File: config.mk
export PLATFORM = sky130hd
export DESIGN_NAME = wb_arbiter
export DESIGN_NICKNAME = d
export VERILOG_FILES = /design/src/rtl/wb_arbiter.sv
export SDC_FILE = /design/constraint.sdc
export NUM_CORES = 1
export LEC_CHECK = 0
export CORE_ASPECT_RATIO = 0.75
export CORE_MARGIN = 3
export CORE_UTILIZATION = 45
export CTS_CLUSTER_SIZE = 14
export DETAILED_ROUTE_END_ITERATION = 12
export DONT_BUFFER_PORTS = 1
export SLEW_MARGIN = 10
export SYNTH_ARGS = -nofsm -noshare
export SYNTH_HDL_FRONTEND = slang
export SYNTH_SLANG_ARGS = --single-unit
File: constraint.sdc
create_clock -name clk -period 3.32 [get_ports clk]
set_clock_uncertainty 0.15 [all_clocks]
set_input_delay 0.332 -clock clk [delete_from_list [all_inputs] [get_ports clk]]
set_output_delay 0.332 -clock clk [all_outputs]
set_load 0.01 [all_outputs]
File: src/rtl/wb_arbiter.sv
// wb_arbiter -- write-back arbiter and pending-write scoreboard.
//
// Shares the single register-file write port among three write-back
// requesters (ALU, LSU, MDU). Grant order is: starved LSU, starved MDU,
// ALU, LSU, MDU. LSU and MDU each keep an age counter. A requester becomes
// "starved" once its age reaches STARVE_LIMIT. The winning write is
// registered onto the port, so the write appears one cycle after the grant.
// A 32-entry scoreboard records destinations issued by id. id uses it to
// stall on RAW hazards.
//
// Optional feature: define WB_ARB_BYPASS_EN to add rs1_fwd/rs2_fwd. With it
// defined, busy is suppressed when the queried register is being written
// this cycle.
//
// Ports:
//   clk, rst_n                  clock (rising edge), async active-low reset
//   {alu,lsu,mdu}_valid/rd/data write-back request, destination, result
//   {alu,lsu,mdu}_ready         request granted this cycle (combinational)
//   issue_valid, issue_rd       id issues a register-writing instruction
//   rs1_index, rs2_index        hazard queries
//   rs1_busy, rs2_busy          queried register has a pending write
//   rs1_fwd, rs2_fwd            (WB_ARB_BYPASS_EN) take operand from write_data
//   reg_write, write_index, write_data  register-file write port
module wb_arbiter #(
  parameter int XLEN         = 32,
  parameter int RFIDX_WIDTH  = 5,
  parameter int STARVE_LIMIT = 4
) (
  input  logic                   clk,
  input  logic                   rst_n,
  input  logic                   alu_valid,
  input  logic [RFIDX_WIDTH-1:0] alu_rd,
  input  logic [XLEN-1:0]        alu_data,
  output logic                   alu_ready,
  input  logic                   lsu_valid,
  input  logic [RFIDX_WIDTH-1:0] lsu_rd,
  input  logic [XLEN-1:0]        lsu_data,
  output logic                   lsu_ready,
  input  logic                   mdu_valid,
  input  logic [RFIDX_WIDTH-1:0] mdu_rd,
  input  logic [XLEN-1:0]        mdu_data,
  output logic                   mdu_ready,
  input  logic                   issue_valid,
  input  logic [RFIDX_WIDTH-1:0] issue_rd,
  input  logic [RFIDX_WIDTH-1:0] rs1_index,
  input  logic [RFIDX_WIDTH-1:0] rs2_index,
  output logic                   rs1_busy,
  output logic                   rs2_busy,
`ifdef WB_ARB_BYPASS_EN
  output logic                   rs1_fwd,
  output logic                   rs2_fwd,
`endif
  output logic                   reg_write,
  output logic [RFIDX_WIDTH-1:0] write_index,
  output logic [XLEN-1:0]        write_data
);

  localparam int NREGS = 1 << RFIDX_WIDTH;
  localparam logic [3:0] AGE_LIMIT = STARVE_LIMIT[3:0];

  logic [3:0]             lsu_age_q, lsu_age_d;
  logic [3:0]             mdu_age_q, mdu_age_d;
  logic                   reg_write_q, reg_write_d;
  logic [RFIDX_WIDTH-1:0] write_index_q, write_index_d;
  logic [XLEN-1:0]        write_data_q, write_data_d;
  logic [NREGS-1:0]       sb_q, sb_d;

  logic                   lsu_starved, mdu_starved;
  logic                   any_gnt;
  logic [RFIDX_WIDTH-1:0] sel_rd;
  logic [XLEN-1:0]        sel_data;

  // Grant selection: starved requesters jump ahead of the ALU.
  always_comb begin
    alu_ready   = 1'b0;
    lsu_ready   = 1'b0;
    mdu_ready   = 1'b0;
    sel_rd      = '0;
    sel_data    = '0;
    lsu_starved = lsu_valid && (lsu_age_q == AGE_LIMIT);
    mdu_starved = mdu_valid && (mdu_age_q == AGE_LIMIT);
    if (lsu_starved) begin
      lsu_ready = 1'b1;
      sel_rd    = lsu_rd;
      sel_data  = lsu_data;
    end else if (mdu_starved) begin
      mdu_ready = 1'b1;
      sel_rd    = mdu_rd;
      sel_data  = mdu_data;
    end else if (alu_valid) begin
      alu_ready = 1'b1;
      sel_rd    = alu_rd;
      sel_data  = alu_data;
    end else if (lsu_valid) begin
      lsu_ready = 1'b1;
      sel_rd    = lsu_rd;
      sel_data  = lsu_data;
    end else if (mdu_valid) begin
      mdu_ready = 1'b1;
      sel_rd    = mdu_rd;
      sel_data  = mdu_data;
    end
    any_gnt = alu_ready | lsu_ready | mdu_ready;
  end

  // Next state: ages, write port, scoreboard.
  always_comb begin
    lsu_age_d = lsu_age_q;
    if (!lsu_valid || lsu_ready)   lsu_age_d = '0;
    else if (lsu_age_q != AGE_LIMIT) lsu_age_d = lsu_age_q + 4'd1;

    mdu_age_d = mdu_age_q;
    if (!mdu_valid || mdu_ready)   mdu_age_d = '0;
    else if (mdu_age_q != AGE_LIMIT) mdu_age_d = mdu_age_q + 4'd1;

    // A grant to x0 is consumed but never reaches the register file.
    reg_write_d   = any_gnt && (sel_rd != '0);
    write_index_d = write_index_q;
    write_data_d  = write_data_q;
    if (reg_write_d) begin
      write_index_d = sel_rd;
      write_data_d  = sel_data;
    end

    // Clear first so that a same-edge issue to the same index wins.
    sb_d = sb_q;
    if (reg_write_q) sb_d[write_index_q] = 1'b0;
    if (issue_valid && (issue_rd != '0)) sb_d[issue_rd] = 1'b1;
    sb_d[0] = 1'b0;
  end

  always_ff @(posedge clk or negedge rst_n) begin
    if (!rst_n) begin
      lsu_age_q     <= '0;
      mdu_age_q     <= '0;
      reg_write_q   <= 1'b0;
      write_index_q <= '0;
      write_data_q  <= '0;
      sb_q          <= '0;
    end else begin
      lsu_age_q     <= lsu_age_d;
      mdu_age_q     <= mdu_age_d;
      reg_write_q   <= reg_write_d;
      write_index_q <= write_index_d;
      write_data_q  <= write_data_d;
      sb_q          <= sb_d;
    end
  end

  assign reg_write   = reg_write_q;
  assign write_index = write_index_q;
  assign write_data  = write_data_q;

`ifdef WB_ARB_BYPASS_EN
  // The write landing this cycle can be forwarded instead of stalling.
  assign rs1_fwd  = reg_write_q && (write_index_q == rs1_index) && (rs1_index != '0);
  assign rs2_fwd  = reg_write_q && (write_index_q == rs2_index) && (rs2_index != '0);
  assign rs1_busy = sb_q[rs1_index] && !rs1_fwd;
  assign rs2_busy = sb_q[rs2_index] && !rs2_fwd;
`else
  assign rs1_busy = sb_q[rs1_index];
  assign rs2_busy = sb_q[rs2_index];
`endif

endmodule

==> qor.csv <==
stage;metric;value;unit
yosys;synth_top_area_share;0.464;
drt;vias_per_cell;6.75;
yosys;synth_warnings;0;
yosys;yosysTopAreaCell;dfrtp_1;
yosys;syn_area;4150;sq um
yosys;synth_edf_count;0;
global_routing;grt_max_degree;78;
global_routing;grt_pass1_wl;17000;um
place;gp_congestion;0.874;
setup_path;reg2reg_setup_slack;0.56;ns
yosys;yosysSeqAreaShare;0.464;
global_routing;grt_pass1_vias;3238;
clock_tree;cts_buffer_depth;2;
yosys;yosys_most_used_dff;dfrtp_1;
clock_tree;cts_resized;0;
setup_path;start_kind;flip-flop;
finish;final_cells;484;
power;p_leak;2.03;nW
place;placedInstanceArea;4210;sq um
yosys;synth_compound_area_frac;0.189;
yosys;yosys.area_share.xor_xnor;0.00633;
clock_tree;htreeDepth;3;
yosys;yosys-top-cells-count;dfrtp_1 (77), o21ai_0 (69), inv_1 (41);
timing;min_period_over_period;0.832;
worst_hold_path;hp-class;primary input to flip-flop;
drt;wl_per_cell;23.0;um
power;power.density;677;nW/um^2
place;dp.cells;465;
setup_path;critPathCaptureType;flip-flop;
yosys;synthTopCellsByArea;dfrtp_1 (46%), mux4_2 (9.8%), a222oi_1 (8.9%), o21ai_0 (8.3%), mux2i_1 (7.7%);
run;cap_violations;0;
setup_path;path_class;flip-flop to flip-flop;
yosys;synth-simple-area-share;0.0780;
place;numPortBuffers;0;
drt;totalWireLength;11100;um
timing;finalSetupViolCount;0;
global_routing;antenna_found_initial;0;
floorplan;design.die.area;10400;sq um
finish;final_area;4560;sq um
setup_path;r2r-end;write_data[17];
setup_path;r2r_cells;8;
yosys;synth_top_family_by_area;compound AO/OA/AOI/OAI gates;
finish;area_growth;9.67;%
clock_tree;hold_buffers;3;
timing;final.setup.worst_slack;0.556;ns
global_routing;groute.usage.overall;0.216;
clock_tree;root_buffer;clkbuf_16;
drt;remaining_drc_errors;0;
timing;hold_viol_final;0;
floorplan;num_rows;29;
clock_tree;cts_sinks;77;
drt;drtIter0Drc;361;
drt;ant_nets;0;
timing;grt_setup_unrepaired;no;
worst_hold_path;hold_path_depth;2;
floorplan;die_x;117;um
timing;fmax;0.362;GHz
global_routing;overflow;0;
clock_tree;post_cts.repair.setup_buffers;0;
place;dp_hpwl;8000;um
setup_path;crit_required;3.35;ns
timing;finalSetupTns;0;ns
finish;final_nets;507;
floorplan;coreArea;8710;sq um
yosys;synth_cell_types;33;
power;peakVddDrop;250;uV
clock_tree;tritoncts;done;
timing;min_period;2.76;ns
status;status;finished clean;
clock_tree;clk_latency;0.32;ns
setup_path;endpoint;write_data[17];
finish;antennaDiodeCount;0;
finish;drive_above_1_share;0.125;
yosys;synth_area_per_cell;11.1;sq um
yosys;ys_ff_latch;77;
floorplan;ioPinCount;175;
floorplan;die_h;89.2;um
setup_path;critPathLaunch;mdu_age_q[0];
setup_path;worstReg2RegStart;mdu_age_q[0];
yosys;synthAdderAreaFrac;0.0120;
timing;tightestPinTransition;0.557;ns
yosys;synthMuxAreaShare;0.186;
clock_tree;cts_buffers;9;
setup_path;crit_slowest_cell;a222oi_1;
timing;maxSlewHeadroom;0.629;
timing;maxSlewViolCount;0;
floorplan;start_util;0.477;
drt;first_pass_iters;8;
yosys;syn_inst;374;
drt;num_vias;3268;
setup_path;crit_arrival;2.79;ns
yosys;yosysMostFrequentCell;dfrtp_1;
place;place_worst_setup_slack;0.556;ns
yosys;async_flop_share;1.00;
setup_path;crit_fanout;30;
setup_path;slowest_delay;0.52;ns
clock_tree;clk_pin_slew;0.06;ns
setup_path;worstPathCellList;inv_1 -> ha_1 -> nand4b_4 -> and3_1 -> a222oi_1 -> nand4_1 -> buf_4 -> mux2i_1;
yosys;syn_nets;510;
cell usage in the layout (no fill, tap or decap), types with 2 or more instances in the layout:
cell,netlist,final
nor2_1,11,11
clkbuf_1,15,2
nand3_1,10,10
o21ai_0,69,69
or3_1,3,3
xor2_1,2,2
or3b_2,2,2
clkbuf_16,0,9
and3_1,2,2
nand2_1,16,16
nand3b_1,8,8
dlygate4sd3_1,0,2
o21ai_1,3,3
buf_4,0,5
mux4_2,18,18
clkinvlp_4,0,3
inv_1,41,41
a222oi_1,37,37
mux2_2,4,4
mux2i_1,32,32
ha_1,4,4
dfrtp_1,77,77
state kept, by name (all words and copies together) (netlist names):
signal,count
sb_q,31
reg_write,1
lsu_age_q,4
mdu_age_q,4
write_data,32
write_index,5
power by group:
| group | switching, mW | total [mW] | internal [mW] |
|---|---|---|---|
| logic | 0.324 | 0.694 | 0.370 |
| registers | 0.237 | 1.44 | 1.20 |
| clock network | 0.369 | 0.953 | 0.584 |
| total | 0.930 | 3.08 | 2.15 |
cells by family (layout without fill, tap and decap cells):
| logic type | count (synthesis) | in the layout |
|---|---|---|
| AOI/OAI and AO/OA | 114 | 114 |
| DFF | 77 | 77 |
| buffers and inverters | 64 | 66 |
| and+or+nand+nor | 58 | 58 |
| muxes | 54 | 54 |
| adders and majority gates | 4 | 4 |
| xor gates and xnor gates | 3 | 3 |
per-stage QoR:
| step | hold WS [ns] | total power, mW | utilization |
|---|---|---|---|
| after floorplan | -0.114 | 1.93 | - |
| after global placement | -0.112 | 2.07 | 0.484 |
| after detailed placement | -0.112 | 2.11 | 0.484 |
| after CTS | 0.00653 | 3.10 | 0.523 |
| after global routing | 0.0181 | 3.27 | 0.523 |
| final | 0.0176 | 3.08 | 0.523 |
worst min-delay path by stage:
stage	start	endpoint	slack (ns)
3_5_place_dp	rst_n	sb_q[19]	-0.11
2_1_floorplan	rst_n	lsu_age_q[0]	-0.11
5_1_grt	mdu_rd[1]	write_index[1]	0.02
6_report	mdu_rd[0]	write_index[0]	0.02
3_3_place_gp	rst_n	sb_q[17]	-0.11
4_1_cts	mdu_rd[0]	write_index[0]	0.007
final cells by class:
type,count,area (sq um)
Multi-Input combinational cell,233,1960
Timing Repair Buffer,8,85.1
Inverter,42,158
Fill cell,754,4150
Tap cell,108,135
Clock buffer,11,233
Sequential cell,77,1930
Clock inverter,5,61.3
metal layers:
layer	part of all wire	wire length [um]	track usage	up-vias
met5	0	0	0	-
met4	0.0051	57	0.0563	0
met3	0.11	1210	0.0622	4
met2	0.47	5240	0.336	207
met1	0.42	4630	0.301	1635
li1	-	-	-	1422
worst max-delay path: cells and delay by family, from the launching register on:
kind	cells	cell delay [ns]
and+or+nand+nor	3	0.73
AOI/OAI and AO/OA	1	0.52
DFF	1	0.41
buffers and inverters	2	0.40
adders and majority gates	1	0.23
muxes	1	0.18
No activity file was read; power rests on OpenSTA's default activity.
